File: src/rtl/axi_write_gate_pkg.sv
// Shared AXI channel/struct layout and burst-length type for the write gate.
package axi_write_gate_pkg;

    typedef logic [7:0]  len_t;
    typedef logic [3:0]  id_t;
    typedef logic [31:0] addr_t;
    typedef logic [31:0] data_t;
    typedef logic [3:0]  strb_t;

    typedef struct packed {
        id_t        id;
        addr_t      addr;
        len_t       len;
        logic [2:0] size;
        logic [1:0] burst;
    } aw_chan_t;

    typedef struct packed {
        id_t        id;
        addr_t      addr;
        len_t       len;
        logic [2:0] size;
        logic [1:0] burst;
    } ar_chan_t;

    typedef struct packed {
        data_t data;
        strb_t strb;
        logic  last;
    } w_chan_t;

    typedef struct packed {
        id_t        id;
        logic [1:0] resp;
    } b_chan_t;

    typedef struct packed {
        id_t        id;
        data_t      data;
        logic [1:0] resp;
        logic       last;
    } r_chan_t;

    typedef struct packed {
        aw_chan_t aw;
        logic     aw_valid;
        w_chan_t  w;
        logic     w_valid;
        logic     b_ready;
        ar_chan_t ar;
        logic     ar_valid;
        logic     r_ready;
    } req_t;

    typedef struct packed {
        logic    aw_ready;
        logic    ar_ready;
        logic    w_ready;
        logic    b_valid;
        b_chan_t b;
        logic    r_valid;
        r_chan_t r;
    } resp_t;

endpackage

File: src/rtl/axi_write_gate_fifo.sv
// Small register FIFO with the common_cells fifo_v3 port shape (usage output omitted).
module axi_write_gate_fifo #(
    parameter bit          FALL_THROUGH = 1'b0,
    parameter int unsigned DEPTH        = 4,
    parameter type         dtype        = logic
) (
    input  logic clk_i,
    input  logic rst_ni,
    input  logic flush_i,
    input  logic testmode_i,
    output logic full_o,
    output logic empty_o,
    input  dtype data_i,
    input  logic push_i,
    output dtype data_o,
    input  logic pop_i
);

    localparam int unsigned AddrW = (DEPTH > 1) ? $clog2(DEPTH) : 1;
    localparam int unsigned CntW  = $clog2(DEPTH + 1);
    localparam logic [AddrW-1:0] LastPtr = AddrW'(DEPTH - 1);
    localparam logic [CntW-1:0]  FullCnt = CntW'(DEPTH);
    localparam logic [CntW-1:0]  OneCnt  = CntW'(1);

    dtype             mem_q [DEPTH];
    logic [AddrW-1:0] wr_q, rd_q;
    logic [CntW-1:0]  cnt_q;
    logic             bypass, do_push, do_pop;
    logic             unused_testmode;

    assign unused_testmode = testmode_i;

    // In fall-through mode an empty FIFO hands push data straight to the reader.
    assign bypass  = FALL_THROUGH && (cnt_q == '0) && push_i && pop_i;
    assign full_o  = (cnt_q == FullCnt);
    assign empty_o = (cnt_q == '0) && !(FALL_THROUGH && push_i);
    assign data_o  = (FALL_THROUGH && cnt_q == '0) ? data_i : mem_q[rd_q];
    assign do_push = push_i && !full_o && !bypass;
    assign do_pop  = pop_i && (cnt_q != '0);

    always_ff @(posedge clk_i or negedge rst_ni) begin
        if (!rst_ni) begin
            wr_q  <= '0;
            rd_q  <= '0;
            cnt_q <= '0;
        end else if (flush_i) begin
            wr_q  <= '0;
            rd_q  <= '0;
            cnt_q <= '0;
        end else begin
            if (do_push) wr_q <= (wr_q == LastPtr) ? '0 : wr_q + AddrW'(1);
            if (do_pop)  rd_q <= (rd_q == LastPtr) ? '0 : rd_q + AddrW'(1);
            if (do_push && !do_pop)      cnt_q <= cnt_q + OneCnt;
            else if (do_pop && !do_push) cnt_q <= cnt_q - OneCnt;
        end
    end

    always_ff @(posedge clk_i) begin
        if (do_push) mem_q[wr_q] <= data_i;
    end

endmodule

File: src/rtl/axi_write_gate.sv
// Write-path gate: holds W until its AW is accepted, bounds outstanding writes,
// and regenerates w.last from the recorded burst length.
module axi_write_gate
    import axi_write_gate_pkg::*;
#(
    parameter int unsigned MaxTxns    = 4,
    parameter type         axi_req_t  = req_t,
    parameter type         axi_resp_t = resp_t
) (
    input  logic      clk_i,
    input  logic      rst_ni,
    input  axi_req_t  slv_req_i,
    output axi_resp_t slv_resp_o,
    output axi_req_t  mst_req_o,
    input  axi_resp_t mst_resp_i,
    output logic      busy_o,
    output logic      wlast_err_o
);

    localparam int unsigned CntW = $clog2(MaxTxns + 1);
    localparam logic [CntW-1:0] MaxCnt = CntW'(MaxTxns);
    localparam logic [CntW-1:0] OneCnt = CntW'(1);

    logic [CntW-1:0] outst_q;
    logic [7:0]      beat_q;
    logic            wlast_err_q;
    logic            fifo_full, fifo_empty;
    len_t            fifo_head;
    logic            aw_en, w_en, aw_hs, w_hs, b_hs, calc_last;
    logic            unused_fields;

    assign unused_fields = ^{slv_req_i.ar, slv_req_i.ar_valid, slv_req_i.r_ready,
                             mst_resp_i.ar_ready, mst_resp_i.r, mst_resp_i.r_valid};

    assign aw_en     = (outst_q < MaxCnt) && !fifo_full;
    assign w_en      = !fifo_empty;
    assign calc_last = (beat_q == fifo_head);

    assign aw_hs = slv_req_i.aw_valid && mst_resp_i.aw_ready && aw_en;
    assign w_hs  = slv_req_i.w_valid && mst_resp_i.w_ready && w_en;
    assign b_hs  = mst_resp_i.b_valid && slv_req_i.b_ready;

    always_comb begin
        mst_req_o          = '0;
        mst_req_o.aw       = slv_req_i.aw;
        mst_req_o.aw_valid = slv_req_i.aw_valid && aw_en;
        mst_req_o.w        = slv_req_i.w;
        mst_req_o.w.last   = calc_last;
        mst_req_o.w_valid  = slv_req_i.w_valid && w_en;
        mst_req_o.b_ready  = slv_req_i.b_ready;
    end

    always_comb begin
        slv_resp_o          = '0;
        slv_resp_o.aw_ready = mst_resp_i.aw_ready && aw_en;
        slv_resp_o.w_ready  = mst_resp_i.w_ready && w_en;
        slv_resp_o.b_valid  = mst_resp_i.b_valid;
        slv_resp_o.b        = mst_resp_i.b;
    end

    // Non-fall-through: a burst's W can only start the cycle after its AW.
    axi_write_gate_fifo #(
        .FALL_THROUGH (1'b0),
        .DEPTH        (MaxTxns),
        .dtype        (len_t)
    ) i_len_fifo (
        .clk_i      (clk_i),
        .rst_ni     (rst_ni),
        .flush_i    (1'b0),
        .testmode_i (1'b0),
        .full_o     (fifo_full),
        .empty_o    (fifo_empty),
        .data_i     (slv_req_i.aw.len),
        .push_i     (aw_hs),
        .data_o     (fifo_head),
        .pop_i      (w_hs && calc_last)
    );

    always_ff @(posedge clk_i or negedge rst_ni) begin
        if (!rst_ni) begin
            outst_q     <= '0;
            beat_q      <= '0;
            wlast_err_q <= 1'b0;
        end else begin
            // A stray B at zero must never wrap the counter.
            if (aw_hs && !b_hs)                        outst_q <= outst_q + OneCnt;
            else if (b_hs && !aw_hs && outst_q != '0)  outst_q <= outst_q - OneCnt;
            if (w_hs) begin
                beat_q <= calc_last ? 8'd0 : beat_q + 8'd1;
                if (slv_req_i.w.last != calc_last) wlast_err_q <= 1'b1;
            end
        end
    end

    assign busy_o      = (outst_q != '0);
    assign wlast_err_o = wlast_err_q;

    b_hs_with_outstanding: assert property (
        @(posedge clk_i) disable iff (!rst_ni) b_hs |-> (outst_q != '0));

    no_r_valid: assert property (
        @(posedge clk_i) disable iff (!rst_ni) !mst_resp_i.r_valid);

endmodule

File: config.mk
export PLATFORM = sky130hd
export DESIGN_NAME = axi_write_gate
export DESIGN_NICKNAME = d
export VERILOG_FILES = /design/src/rtl/axi_write_gate_pkg.sv /design/src/rtl/axi_write_gate_fifo.sv /design/src/rtl/axi_write_gate.sv
export SDC_FILE = /design/constraint.sdc
export NUM_CORES = 1
export LEC_CHECK = 0
export ABC_AREA = 1
export BUFFER_PORTS_ARGS = -buffer_cell sky130_fd_sc_hd__buf_2
export CAP_MARGIN = 20
export CORE_AREA = 2 2 148 150
export CTS_BUF_LIST = sky130_fd_sc_hd__clkbuf_8
export CTS_CLUSTER_DIAMETER = 200
export CTS_CLUSTER_SIZE = 25
export DETAILED_ROUTE_END_ITERATION = 6
export DIE_AREA = 0 0 150 152
export GPL_TIMING_DRIVEN = 0
export PLACE_DENSITY = 0.55
export SYNTH_ARGS = -nofsm -noshare
export SYNTH_HDL_FRONTEND = slang
export SYNTH_SLANG_ARGS = --single-unit
File: constraint.sdc
create_clock -name clk_i -period 5.3 [get_ports clk_i]
set_input_delay 0.795 -clock clk_i [delete_from_list [all_inputs] [get_ports clk_i]]
set_output_delay 0.795 -clock clk_i [all_outputs]
set_load 0.005 [all_outputs]
==> run metrics <==
endpoints failing setup=0; global-route wire length before repair=around 13000 um; DP Wirelength=7820 um; reg-to-reg setup timing slack=between 2 and 3 ns; Synth top area share=0.358; Post-Syn Area per Cell=a little under 9 um2; Max H-tree Level=2; core area=roughly 0.021 mm2; mean routed wirelength per cell=about 9.7 um; most area-consuming cells after synthesis=buf_4, edfxtp_1, dfrtp_1; die area=~0.023 mm2; Int Power=about 850 uW; CTS max path bufs=2; flip-flop and latch area=around 0.0014 mm2; input/output buffers=approximately 120; WP buf/inv=6; logic gate share of total power=0.391; vias in the first global route=roughly 2500; DR vias/cell=roughly 3.2; P_leak=2.95 nW; area leader, netlist=buf_4; max-slew violation count=0; Routed Antenna Nets=0; R2R Path Start=i_len_fifo.rd_q[0]; worst hold path type=in -> async; Post-CTS Setup Inserts=0; Net count, final=866; maximum vdd drop=0.205 mV; pre-CTS setup slack=between 2 and 3 ns; CP dominant cell by count=nand2_1; synthesized flop and latch total=51; Post-Place Cells=~940; CTS Hold Bufs=0; fin crit share=0.552; clk sinks=between 50 and 60; Die X-Extent=~150 um; Yosys warnings=0; net switching power=between 400 and 500 uW; crit-path cells=buf_6, inv_4, buf_6, nand2_1, nand3_1, nand3_1, nand2_1, nand2_1, nor2_4, nand2_1, inv_1, buf_4, buf_2; Placement Rows=54; cells after synthesis=about 450; share of post-route cells with drive strength above 1=0.517; Critical Path AT=~2.1 ns; post-synth cell types=25; clock latency on the worst-skew pair=around 0.31 ns; Async SR Flop Fraction=0.373; critical path class=reg -> out; Final WS setup=around 2.4 ns; CP top delay family=buffers and inverters; fin crit period=2.93 ns; area taken by multi-input logic gates=roughly 0.0012 mm2; fill count=~2300; CP max stage cell=dfrtp_1; top-count cell post-synth=buf_4; n_diodes=0; RePlAce Congestion=between 0.7 and 0.8; Die H=152 um; Layout Cells excl Fill=946; total negative slack=0 ns; total number of vias=2987; Net Sw Frac=0.360; CP Depth=13; CP startpoint kind=register; CP Data Required Time=~4.5 ns; Max-Cap Viols=0; Reg2Reg Depth=18; Remaining DRCs=0; worst flop-to-flop path endpoint=i_len_fifo.cnt_q[2]; Critical Path Fanout Max=10; Peak Freq=approximately 340 MHz; run status=completed; cts bufs inserted=5; delay of the slowest critical-path stage=0.41 ns; Seq/Total Area, Yosys=0.364; Post-synth EDFFs=32; I/O pins=approximately 380; pwr dens=between 200 and 250 mW/mm2; prevailing post-synth register cell=edfxtp_1; largest net degree at the start of global routing=20; Initial Utilization=0.185; Clock Root Buffer=clkbuf_8; GRT Residual Overflow=0; Final Routed Wirelength=between 9000 and 10000 um; area grow syn2layout=34.8%; CTS tree=built; Seq pwr share=0.428; slew margin rel.=0.432; Least-Margin Pin Slew=around 0.85 ns; Clock Skews=between 0.01 and 0.015 ns; Final Hold Viols=0; gr usage total=0.0734; Clock power frac=0.180; Post-CTS Resized=0; most frequent cells after synthesis=buf_4, nand2_1, edfxtp_1, nand3_1, inv_1; crit path capture type=output pin; initial antenna violation count=0; RSZ-0062 raised after global routing=no; drt initial violations=between 150 and 200; first-pass detailed-route iteration total=4; Synth Cell Area=~0.0039 mm2; clock-pin slew on the worst setup and hold paths=0.10 ns
worst max-delay path by stage:
stage | startpoint | endpoint | slack, ns
finish | i_len_fifo.rd_q[0] | mst_req_o[53] | 2.37
global route | i_len_fifo.rd_q[0] | mst_req_o[53] | 2.14
CTS | i_len_fifo.rd_q[0] | mst_req_o[53] | 2.30
detailed placement | i_len_fifo.rd_q[0] | i_len_fifo.cnt_q[2] | 2.63
global placement | i_len_fifo.rd_q[0] | i_len_fifo.cnt_q[2] | 2.64
floorplan | i_len_fifo.rd_q[0] | i_len_fifo.cnt_q[2] | 2.94
power by group through the flow:
stage               Combinational, mW  Clock (mW)  Sequential, mW
finish                          0.519       0.239           0.568
global route                    0.603       0.260           0.581
CTS                             0.524       0.244           0.569
detailed placement              0.520           0           0.577
global placement                0.516           0           0.576
floorplan                       0.403           0           0.559
cell families (layout without fill, tap and decap cells):
kind of cell,Yosys count,count (layout),synth area share
other,1,92,0.000951
flip-flops,51,51,0.364
AND/OR/NAND/NOR,137,137,0.164
AO/OA/AOI/OAI,16,16,0.0222
XOR/XNOR,4,4,0.00889
buffers and inverters,233,357,0.407
adder cells (fa/ha/maj),9,9,0.0324
worst register-to-register path: stages, from the launching register on:
cell     delay (ns)
dfrtp_1        0.41
buf_6          0.16
inv_4          0.10
buf_6          0.15
nand2_1        0.06
nand3_1        0.11
nand2_1        0.07
nand2_1        0.06
nand2_1        0.04
nand2_1        0.12
nor2_4         0.06
nand3_2        0.07
buf_6          0.17
ha_1           0.16
inv_1          0.06
fa_1           0.37
a21oi_1        0.14
o21ai_0        0.11
xor2_1         0.15
layout make-up:
cell class / instances / share of cell area
Tap cell: 280 / 0.0659
Clock inverter: 3 / 0.00542
Sequential cell: 51 / 0.270
Timing Repair Buffer: 116 / 0.109
Buffer: 191 / 0.272
Multi-Input combinational cell: 258 / 0.234
Clock buffer: 5 / 0.0130
Inverter: 42 / 0.0301
registers in the layout, indices dropped and copies added (netlist names):
name / cells
beat_q: 8
i_len_fifo.cnt_q: 3
i_len_fifo.mem_q: 32
i_len_fifo.wr_q: 2
outst_q: 3
wlast_err_o: 1
i_len_fifo.rd_q: 2
layer usage:
metal | GRT usage | share of wire | vias to the layer above
li1 | - | - | 1562
met1 | 0.0800 | 0.37 | 1285
met2 | 0.147 | 0.54 | 136
met3 | 0.0129 | 0.089 | 4
met4 | 0.0108 | 0.0044 | 0
met5 | 0 | 0 | -
cells in the final DEF (no fill, tap or decap), types with 3 or more instances in the layout:
cell type | Yosys | layout
nand2_1 | 72 | 72
nor2_1 | 13 | 13
o21ai_0 | 9 | 9
inv_2 | 10 | 10
edfxtp_1 | 32 | 32
buf_2 | 0 | 116
clkbuf_8 | 0 | 5
buf_4 | 188 | 188
xor2_1 | 3 | 3
buf_6 | 3 | 3
ha_1 | 7 | 7
nand3_1 | 32 | 32
conb_1 | 1 | 92
inv_1 | 31 | 31
nand3_2 | 10 | 10
nand2_2 | 3 | 3
nand4_1 | 4 | 4
dfrtp_1 | 19 | 19
a21oi_1 | 3 | 3
per-stage QoR:
step	util	hold slack, ns	power, mW	area (um2)
finish	0.249	0.415	1.33	5310
global route	0.249	0.455	1.44	5310
CTS	0.249	0.436	1.34	5310
detailed placement	0.244	0.473	1.10	5220
global placement	0.244	0.468	1.09	5220
floorplan	-	0.473	0.962	4280
(Power assumes the default switching activity.)
